==> src/rtl/multi_chan_addr_gen_if.sv <==
`default_nettype none
// ============================================================================
//  Module   : multi_chan_addr_gen_if
//  Brief    : Load/step/kill control and per-channel status bus for the
//             multi-channel address generator.
//  Revision : 1.0  initial release
// ============================================================================
interface multi_chan_addr_gen_if #(
    parameter int W   = 16,
    parameter int CH  = 4,
    parameter int CHW = 2
);
    logic            ld;
    logic [CHW-1:0]  ld_ch;
    logic [W-1:0]    ld_base;
    logic [W-1:0]    ld_stride;
    logic [W-1:0]    ld_len;
    logic            ld_wrap;
    logic            step;
    logic [CHW-1:0]  step_ch;
    logic            kill;
    logic [CH*W-1:0] base;
    logic [CH*W-1:0] addr;
    logic [CH*W-1:0] cnt;
    logic [CH-1:0]   busy;
    logic [CH-1:0]   done;

    // Controller side: issues loads/steps, observes channel status
    modport master (
        output ld, ld_ch, ld_base, ld_stride, ld_len, ld_wrap,
        output step, step_ch, kill,
        input  base, addr, cnt, busy, done
    );

    // Generator side
    modport slave (
        input  ld, ld_ch, ld_base, ld_stride, ld_len, ld_wrap,
        input  step, step_ch, kill,
        output base, addr, cnt, busy, done
    );
endinterface
`default_nettype wire

==> src/rtl/multi_chan_addr_gen.sv <==
`default_nettype none
// ============================================================================
//  Module   : multi_chan_addr_gen
//  Brief    : CH independent address channels. Each is loaded with base,
//             stride, length and wrap mode, then steps addr by stride on
//             request; one-shot or circular, with a 1-cycle done per pass.
//  Revision : 1.0  initial release
// ============================================================================
module multi_chan_addr_gen #(
    parameter int W   = 16,
    parameter int CH  = 4,
    parameter int CHW = 2
) (
    input  wire logic             clk,
    input  wire logic             rst,
    multi_chan_addr_gen_if.slave  bus
);

    localparam logic [1:0] c_S_IDLE = 2'd0;
    localparam logic [1:0] c_S_RUN  = 2'd1;
    localparam logic [1:0] c_S_DONE = 2'd2;

    for (genvar i = 0; i < CH; i++) begin : g_ch
        // Out-of-range channel selects never match any index, so they are ignored
        localparam logic [CHW-1:0] c_IDX = CHW'(i);

        logic [1:0]   r_state, w_state_nx;
        logic [W-1:0] r_base,  w_base_nx;
        logic [W-1:0] r_addr,  w_addr_nx;
        logic [W-1:0] r_cnt,   w_cnt_nx;
        logic [W-1:0] r_stride, w_stride_nx;
        logic [W-1:0] r_len,   w_len_nx;
        logic         r_wrap,  w_wrap_nx;
        logic         r_done,  w_done_nx;
        logic         w_ld_hit;
        logic         w_step_hit;
        logic         w_last;

        assign w_ld_hit   = bus.ld && (bus.ld_ch == c_IDX);
        assign w_step_hit = bus.step && (bus.step_ch == c_IDX) && (r_state == c_S_RUN);
        // len is never zero while in RUN, so len-1 does not underflow here
        assign w_last     = (r_cnt == (r_len - W'(1)));

        // Next-state and next-register values; kill beats load beats step
        always_comb begin
            w_state_nx  = r_state;
            w_base_nx   = r_base;
            w_addr_nx   = r_addr;
            w_cnt_nx    = r_cnt;
            w_stride_nx = r_stride;
            w_len_nx    = r_len;
            w_wrap_nx   = r_wrap;
            w_done_nx   = 1'b0;
            if (bus.kill) begin
                w_state_nx = c_S_IDLE;
            end else if (w_ld_hit) begin
                w_base_nx   = bus.ld_base;
                w_addr_nx   = bus.ld_base;
                w_cnt_nx    = '0;
                w_stride_nx = bus.ld_stride;
                w_len_nx    = bus.ld_len;
                w_wrap_nx   = bus.ld_wrap;
                if (bus.ld_len != '0) begin
                    w_state_nx = c_S_RUN;
                end else begin
                    w_state_nx = c_S_DONE;
                    w_done_nx  = 1'b1;
                end
            end else if (w_step_hit) begin
                if (w_last) begin
                    w_done_nx = 1'b1;
                    if (r_wrap) begin
                        w_addr_nx = r_base;
                        w_cnt_nx  = '0;
                    end else begin
                        // addr has advanced by stride each step, so this equals base+len*stride
                        w_addr_nx  = r_addr + r_stride;
                        w_cnt_nx   = r_len;
                        w_state_nx = c_S_DONE;
                    end
                end else begin
                    w_addr_nx = r_addr + r_stride;
                    w_cnt_nx  = r_cnt + W'(1);
                end
            end
        end

        // Channel state register with asynchronous reset
        always_ff @(posedge clk or posedge rst) begin
            if (rst) begin
                r_state  <= c_S_IDLE;
                r_base   <= '0;
                r_addr   <= '0;
                r_cnt    <= '0;
                r_stride <= '0;
                r_len    <= '0;
                r_wrap   <= 1'b0;
                r_done   <= 1'b0;
            end else begin
                r_state  <= w_state_nx;
                r_base   <= w_base_nx;
                r_addr   <= w_addr_nx;
                r_cnt    <= w_cnt_nx;
                r_stride <= w_stride_nx;
                r_len    <= w_len_nx;
                r_wrap   <= w_wrap_nx;
                r_done   <= w_done_nx;
            end
        end

        assign bus.base[i*W +: W] = r_base;
        assign bus.addr[i*W +: W] = r_addr;
        assign bus.cnt[i*W +: W]  = r_cnt;
        assign bus.busy[i]        = (r_state == c_S_RUN);
        assign bus.done[i]        = r_done;
    end

endmodule
`default_nettype wire
==> src/flat_wrapper.sv <==
// flat-port wrapper written by rule: the top's interface ports become plain ports
module multi_chan_addr_gen_flat 
#(
    parameter int W   = 16,
    parameter int CH  = 4,
    parameter int CHW = 2
)
  (clk, rst, bus_ld, bus_ld_ch, bus_ld_base, bus_ld_stride, bus_ld_len, bus_ld_wrap, bus_step, bus_step_ch, bus_kill, bus_base, bus_addr, bus_cnt, bus_busy, bus_done);
  multi_chan_addr_gen_if #(.W(W), .CH(CH), .CHW(CHW)) bus_i ();
  input  wire logic clk;
  input  wire logic rst;
  input wire logic [$bits(bus_i.ld)-1:0] bus_ld;
  input wire logic [$bits(bus_i.ld_ch)-1:0] bus_ld_ch;
  input wire logic [$bits(bus_i.ld_base)-1:0] bus_ld_base;
  input wire logic [$bits(bus_i.ld_stride)-1:0] bus_ld_stride;
  input wire logic [$bits(bus_i.ld_len)-1:0] bus_ld_len;
  input wire logic [$bits(bus_i.ld_wrap)-1:0] bus_ld_wrap;
  input wire logic [$bits(bus_i.step)-1:0] bus_step;
  input wire logic [$bits(bus_i.step_ch)-1:0] bus_step_ch;
  input wire logic [$bits(bus_i.kill)-1:0] bus_kill;
  output wire logic [$bits(bus_i.base)-1:0] bus_base;
  output wire logic [$bits(bus_i.addr)-1:0] bus_addr;
  output wire logic [$bits(bus_i.cnt)-1:0] bus_cnt;
  output wire logic [$bits(bus_i.busy)-1:0] bus_busy;
  output wire logic [$bits(bus_i.done)-1:0] bus_done;
  assign bus_i.ld = bus_ld;
  assign bus_i.ld_ch = bus_ld_ch;
  assign bus_i.ld_base = bus_ld_base;
  assign bus_i.ld_stride = bus_ld_stride;
  assign bus_i.ld_len = bus_ld_len;
  assign bus_i.ld_wrap = bus_ld_wrap;
  assign bus_i.step = bus_step;
  assign bus_i.step_ch = bus_step_ch;
  assign bus_i.kill = bus_kill;
  assign bus_base = bus_i.base;
  assign bus_addr = bus_i.addr;
  assign bus_cnt = bus_i.cnt;
  assign bus_busy = bus_i.busy;
  assign bus_done = bus_i.done;
  multi_chan_addr_gen #(.W(W), .CH(CH), .CHW(CHW)) u_core (.clk(clk), .rst(rst), .bus(bus_i));
endmodule
==> config.mk <==
export PLATFORM = sky130hd
export DESIGN_NAME = multi_chan_addr_gen_flat
export DESIGN_NICKNAME = d
export VERILOG_FILES = /design/src/rtl/multi_chan_addr_gen_if.sv /design/src/rtl/multi_chan_addr_gen.sv /design/src/flat_wrapper.sv
export SDC_FILE = /design/constraint.sdc
export NUM_CORES = 1
export LEC_CHECK = 0
export BUFFER_PORTS_ARGS = -buffer_cell sky130_fd_sc_hd__buf_2
export CORE_ASPECT_RATIO = 1.4
export CORE_MARGIN = 10
export CORE_UTILIZATION = 29
export CTS_CLUSTER_SIZE = 30
export DETAILED_ROUTE_END_ITERATION = 12
export PLACE_DENSITY = 0.45
export SKIP_CTS_REPAIR_TIMING = 1
export SLEW_MARGIN = 20
export SYNTH_ARGS = -nofsm -noshare
export SYNTH_HDL_FRONTEND = slang
export SYNTH_SLANG_ARGS = --single-unit
==> constraint.sdc <==
create_clock -name clk -period 13.1 [get_ports clk]
set_clock_uncertainty 0.2 [all_clocks]
set_input_delay 2.62 -clock clk [delete_from_list [all_inputs] [get_ports clk]]
set_output_delay 2.62 -clock clk [all_outputs]
set_load 0.01 [all_outputs]
After elaboration in Yosys (flattened, before gate mapping)
Index checks and enable logic that the tools add are counted.
Word-level totals
  bits in registers: 336
  bits in latches: 0
  memory bits (writable): 0
  memory bits (read-only): 0
  input port bits: 58
  output and inout bits: 200
  memories kept: 0
Cells by class
  add/sub/neg operators: 12
  $mul: 0
  divide/modulo/power cells: 0
  magnitude comparators: 0
  equality and inequality tests: 18
  shifts and indexed selects: 0
  muxes and demuxes: 70
  bitwise operators: 1
  reduce and logical (&&, ||, !) cells: 39
Operators by type and width (number)
  $mux 16: 32
  $add 16x1->16 const B: 4
  $add 16x16->16: 4
  $eq 16x16->1: 4
  $sub 16x1->16 const B: 4
  $mux 2: 21
  $reduce_bool 3->1: 8
  $mux 1: 17
  $reduce_and 2->1: 8
  $reduce_bool 16->1: 1
  $eq 2x1->1 const B: 6
  $logic_and 1x1->1: 12
  $ne 3x3->1 const B: 4
  $reduce_and 3->1: 4
  $eq 2x2->1 const B: 4
  $reduce_bool 2->1: 4
  $logic_not 2->1: 2
  $not 1->1: 1

Longest topological paths before layout
  word-level depth: 6
  gate-level depth with buffers: 14
  gate-level depth less buffers: 12

Worst setup path before layout
OpenSTA, ideal clock, no wires.
  kind: input -> register
  start point: input port bus_ld_ch[1]
  end point: register u_core.g_ch[0].r_cnt[6]
  setup time: 0.064 ns
  arrival time: 4.548 ns
  setup slack: 8.287 ns
  stages on the path: 10
  path buffers: 3
  cell sequence: or3b_2 -> clkbuf_1 -> a21oi_1 -> nand2_1 -> a21oi_1 -> clkbuf_1 -> buf_2 -> o21ai_0 -> a31oi_1 -> a21o_1
On the way
  longest elaborated chain between the ends: 4
  elaborated cells on any way between the ends: 5
Ends and longest elaborated chain
  from (decl): line flat_wrapper.sv:13  | input wire logic [$bits(bus_i.ld_ch)-1:0] bus_ld_ch;
  $logic_not 2->1 *: line multi_chan_addr_gen.sv:39  | assign w_ld_hit = bus.ld && (bus.ld_ch == c_IDX);
  $logic_and 1x1->1 *: line multi_chan_addr_gen.sv:39
  $reduce_bool 2->1 (no line)
  $reduce_and 2->1 (no line)
  to (signal assigned): line multi_chan_addr_gen.sv:103  | r_cnt <= w_cnt_nx;
  to (decl): line multi_chan_addr_gen.sv:30  | logic [W-1:0] r_cnt, w_cnt_nx;
Mark *: on every way between the ends. The rest lies on a longest branch, timed or not.
A chain may end at the register's enable or synchronous reset.

Worst setup path after layout
  start point: input port bus_step_ch[0]
  end point: register u_core.g_ch[2].r_cnt[10]
On the way
  longest elaborated chain between the ends: 5
Ends and longest elaborated chain
  from (decl): line flat_wrapper.sv:19  | input wire logic [$bits(bus_i.step_ch)-1:0] bus_step_ch;
  $eq 2x2->1: line multi_chan_addr_gen.sv:40  | assign w_step_hit = bus.step && (bus.step_ch == c_IDX) && (r_state == c_S_RUN);
  $logic_and 1x1->1 (2 in series): line multi_chan_addr_gen.sv:40
  $reduce_bool 2->1 (no line)
  $reduce_and 2->1 (no line)
  to (signal assigned): line multi_chan_addr_gen.sv:103
  to (decl): line multi_chan_addr_gen.sv:30
Every way passes these cells.

==> impl_metrics.toml <==
[floorplanning]
initial_core_util = 0.291
core_area_um2 = 68900
io_pins = 258
fp.dieH_um = 331
die-area_um2 = 80300
dieWidth_um = 242
std_cell_rows = 114

[drt]
drt_wl_total_um = 84000
viasPerCell = 5.25
antenna_left = 0
drc = 0
firstDrtPassIters = 7
detail_route.wl_per_cell_um = 23.6
drt_iter0_drc = 1413
vias = 18700

[timing]
setup_tns_ps = 0
worst_slew_pin_slew_ps = 1040
fin_crit_sh = 0.382
slew_viol_final = 0
max_freq_mhz = 200
fin_crit_ps = 5000
final_hold_viol_count = 0
worst_slew_margin_rel = 0.309
rsz0062_at_grt = "false"
setup_ws_ps = 8100
finalSetupViolations = 0

[clock_network]
clk_path_buf_depth = 3
clk_pin_slew_ps = 60
clock-sinks = 336
root_buffer = "clkbuf_16"
tritoncts = "done"
cts_buffers = 41
cts-htree-levels = 2
clock_latency_ps = 580

[critical_path]
cp.arrival_ps = 5310
endpoint_kind = "flip-flop"
crit_type = "input pin to flip-flop"
crit_required_ps = 13410
path_cells = "buf_2, nand4b_1, or3_1, nor3_2, a32o_1, a21o_1"
worstPathMaxFanout = 18
cp-start-kind = "input pin"
crit_slowest_cell = "nor3_2"
slowest_delay_ps = 940

[logic_synthesis]
yosys_warnings = 0
synth-seq-area-share = 0.419
synth-edff-count = 0
yosys_register_bits = 336
ys_types = 83
netlist_area_um2 = 20100
syn_area_per_cell_um2 = 8.33
async_reset_ff_frac = 1.00
synthCells = 2410
synth_flop_cell = "dfrtp_1"
synthesis.nets = 2540

[global_route]
grt_remaining_overflow = 0
grt_max_degree = 117
grt_pass1_wl_um = 125000
grt_pass1_vias = 18600
track_usage = 0.203
antenna_found_initial = 2

[finish]
final_area_um2 = 23600
area.growth.synth_to_final_pct = 17.6
mostFrequentLayoutCells = "nand2_1, dfrtp_1, buf_2"
drive_gt1_frac = 0.148
num-fill-cells = 7204
register_area_um2 = 8410
antenna_cells = 0
mostFrequentLayoutCell = "nand2_1"
final_core_util = 0.342
multi_input_comb_area_um2 = 11000
final_net_count = 2738

[place]
io_buffers = 257
post-dp-hpwl_um = 61000
placed_area_um2 = 22200
routabilityCongestion = 0.887
place_ws_ps = 7580

[hold_path]
hp-class = "flip-flop to flip-flop"

[pwr]
p_switching_w = 0.00147
pwr-share-seq = 0.371
p_leak_nw = 11.5
peakVddDrop_uv = 75.9
power.share.combinational = 0.323
power_density_nw_per_um2 = 166
p_int_w = 0.00245
clkPwrFrac = 0.305
p_sw_frac = 0.375

[job]
cap_viol_max_count = 0

[run_status]
status = "finished, final reports clean"
power by group through the flow:
stage	Sequential [W]	Clock, W	Combinational, W
floorplan	0.00141	0	0.000871
global placement	0.00147	0	0.00126
global route	0.00149	0.00126	0.00143
finish	0.00146	0.00120	0.00127
CTS	0.00146	0.00122	0.00128
detailed placement	0.00147	0	0.00128
cells in the mapped netlist (27+ instances only):
cell      number  share of area
and3_1        45          0.014
dfrtp_1      336           0.42
nand2_1      697           0.13
mux2i_1       38          0.019
xor2_1        27          0.012
xnor2_1       94          0.041
or3_1         29         0.0090
inv_1         57          0.011
clkbuf_1      92          0.017
nand3_1       52          0.013
ha_1          68          0.042
a21oi_1      111          0.028
a31oi_1       41          0.013
nor2_1        94          0.018
o211ai_1      28          0.010
nor3_1        84          0.021
o21ai_0      102          0.025
flip-flops by register name, indices dropped and copies added (netlist names):
register / flops
u_core.g_ch.r_stride: 64
u_core.g_ch.r_base: 64
u_core.g_ch.r_state: 8
u_core.g_ch.r_len: 64
u_core.g_ch.r_cnt: 64
u_core.g_ch.r_wrap: 4
u_core.g_ch.r_done: 4
u_core.g_ch.r_addr: 64
through the flow:
stage / power [W] / cells / hold slack (ps)
final: 0.00393 / 3566 / 282
after global routing: 0.00417 / 3566 / 309
after CTS: 0.00396 / 3566 / 284
after detailed placement: 0.00275 / 3493 / 267
after global placement: 0.00273 / 3493 / 263
after floorplan: 0.00228 / 2410 / 250
final cells by class:
cell class	instances	area share
clock buffers	59	0.0532
well taps	928	0.0492
flip-flops and latches	336	0.356
inverters	57	0.00939
repair buffers	281	0.0622
multi-input cells	1891	0.464
clock inverters	14	0.00525
worst paths after layout:
path / startpoint / endpoint / slack, ps / cells after the start
hold reg to reg: u_core.g_ch[1].r_stride[6]$_DFFE_PP0P_ / u_core.g_ch[1].r_stride[6]$_DFFE_PP0P_ / 280 / 2
min in group asynchronous: rst / u_core.g_ch[0].r_cnt[7]$_DFFE_PP0P_ / 1950 / 2
hold / removal: u_core.g_ch[1].r_stride[6]$_DFFE_PP0P_ / u_core.g_ch[1].r_stride[6]$_DFFE_PP0P_ / 280 / 2
setup reg to reg: u_core.g_ch[2].r_len[0]$_DFFE_PP0P_ / u_core.g_ch[2].r_cnt[10]$_DFFE_PP0P_ / 8270 / 10
setup / recovery: bus_step_ch[0] / u_core.g_ch[2].r_cnt[10]$_DFFE_PP0P_ / 8100 / 6
max in group asynchronous: rst / u_core.g_ch[2].r_len[8]$_DFFE_PP0P_ / 8450 / 4
kinds of logic after synthesis:
kind of cell | count (synthesis) | synth area share
AOI/OAI and AO/OA | 501 | 0.163
buffers and inverters | 183 | 0.0375
xor gates and xnor gates | 121 | 0.0528
and+or+nand+nor | 1153 | 0.259
muxes | 44 | 0.0223
DFF | 336 | 0.419
adders and majority gates | 72 | 0.0464
metal layers:
metal / up-vias / part of all wire / global-route usage
li1: 8832 / - / -
met1: 9241 / 0.43 / 0.258
met2: 564 / 0.49 / 0.346
met3: 92 / 0.060 / 0.0419
met4: 0 / 0.022 / 0.0519
met5: - / 0 / 0
critical path, delay by kind of cell:
family / cells / cell delay [ps]
and+or+nand+nor: 3 / 2220
AOI/OAI and AO/OA: 2 / 320
buffers and inverters: 1 / 130
(Power assumes the default switching activity.)
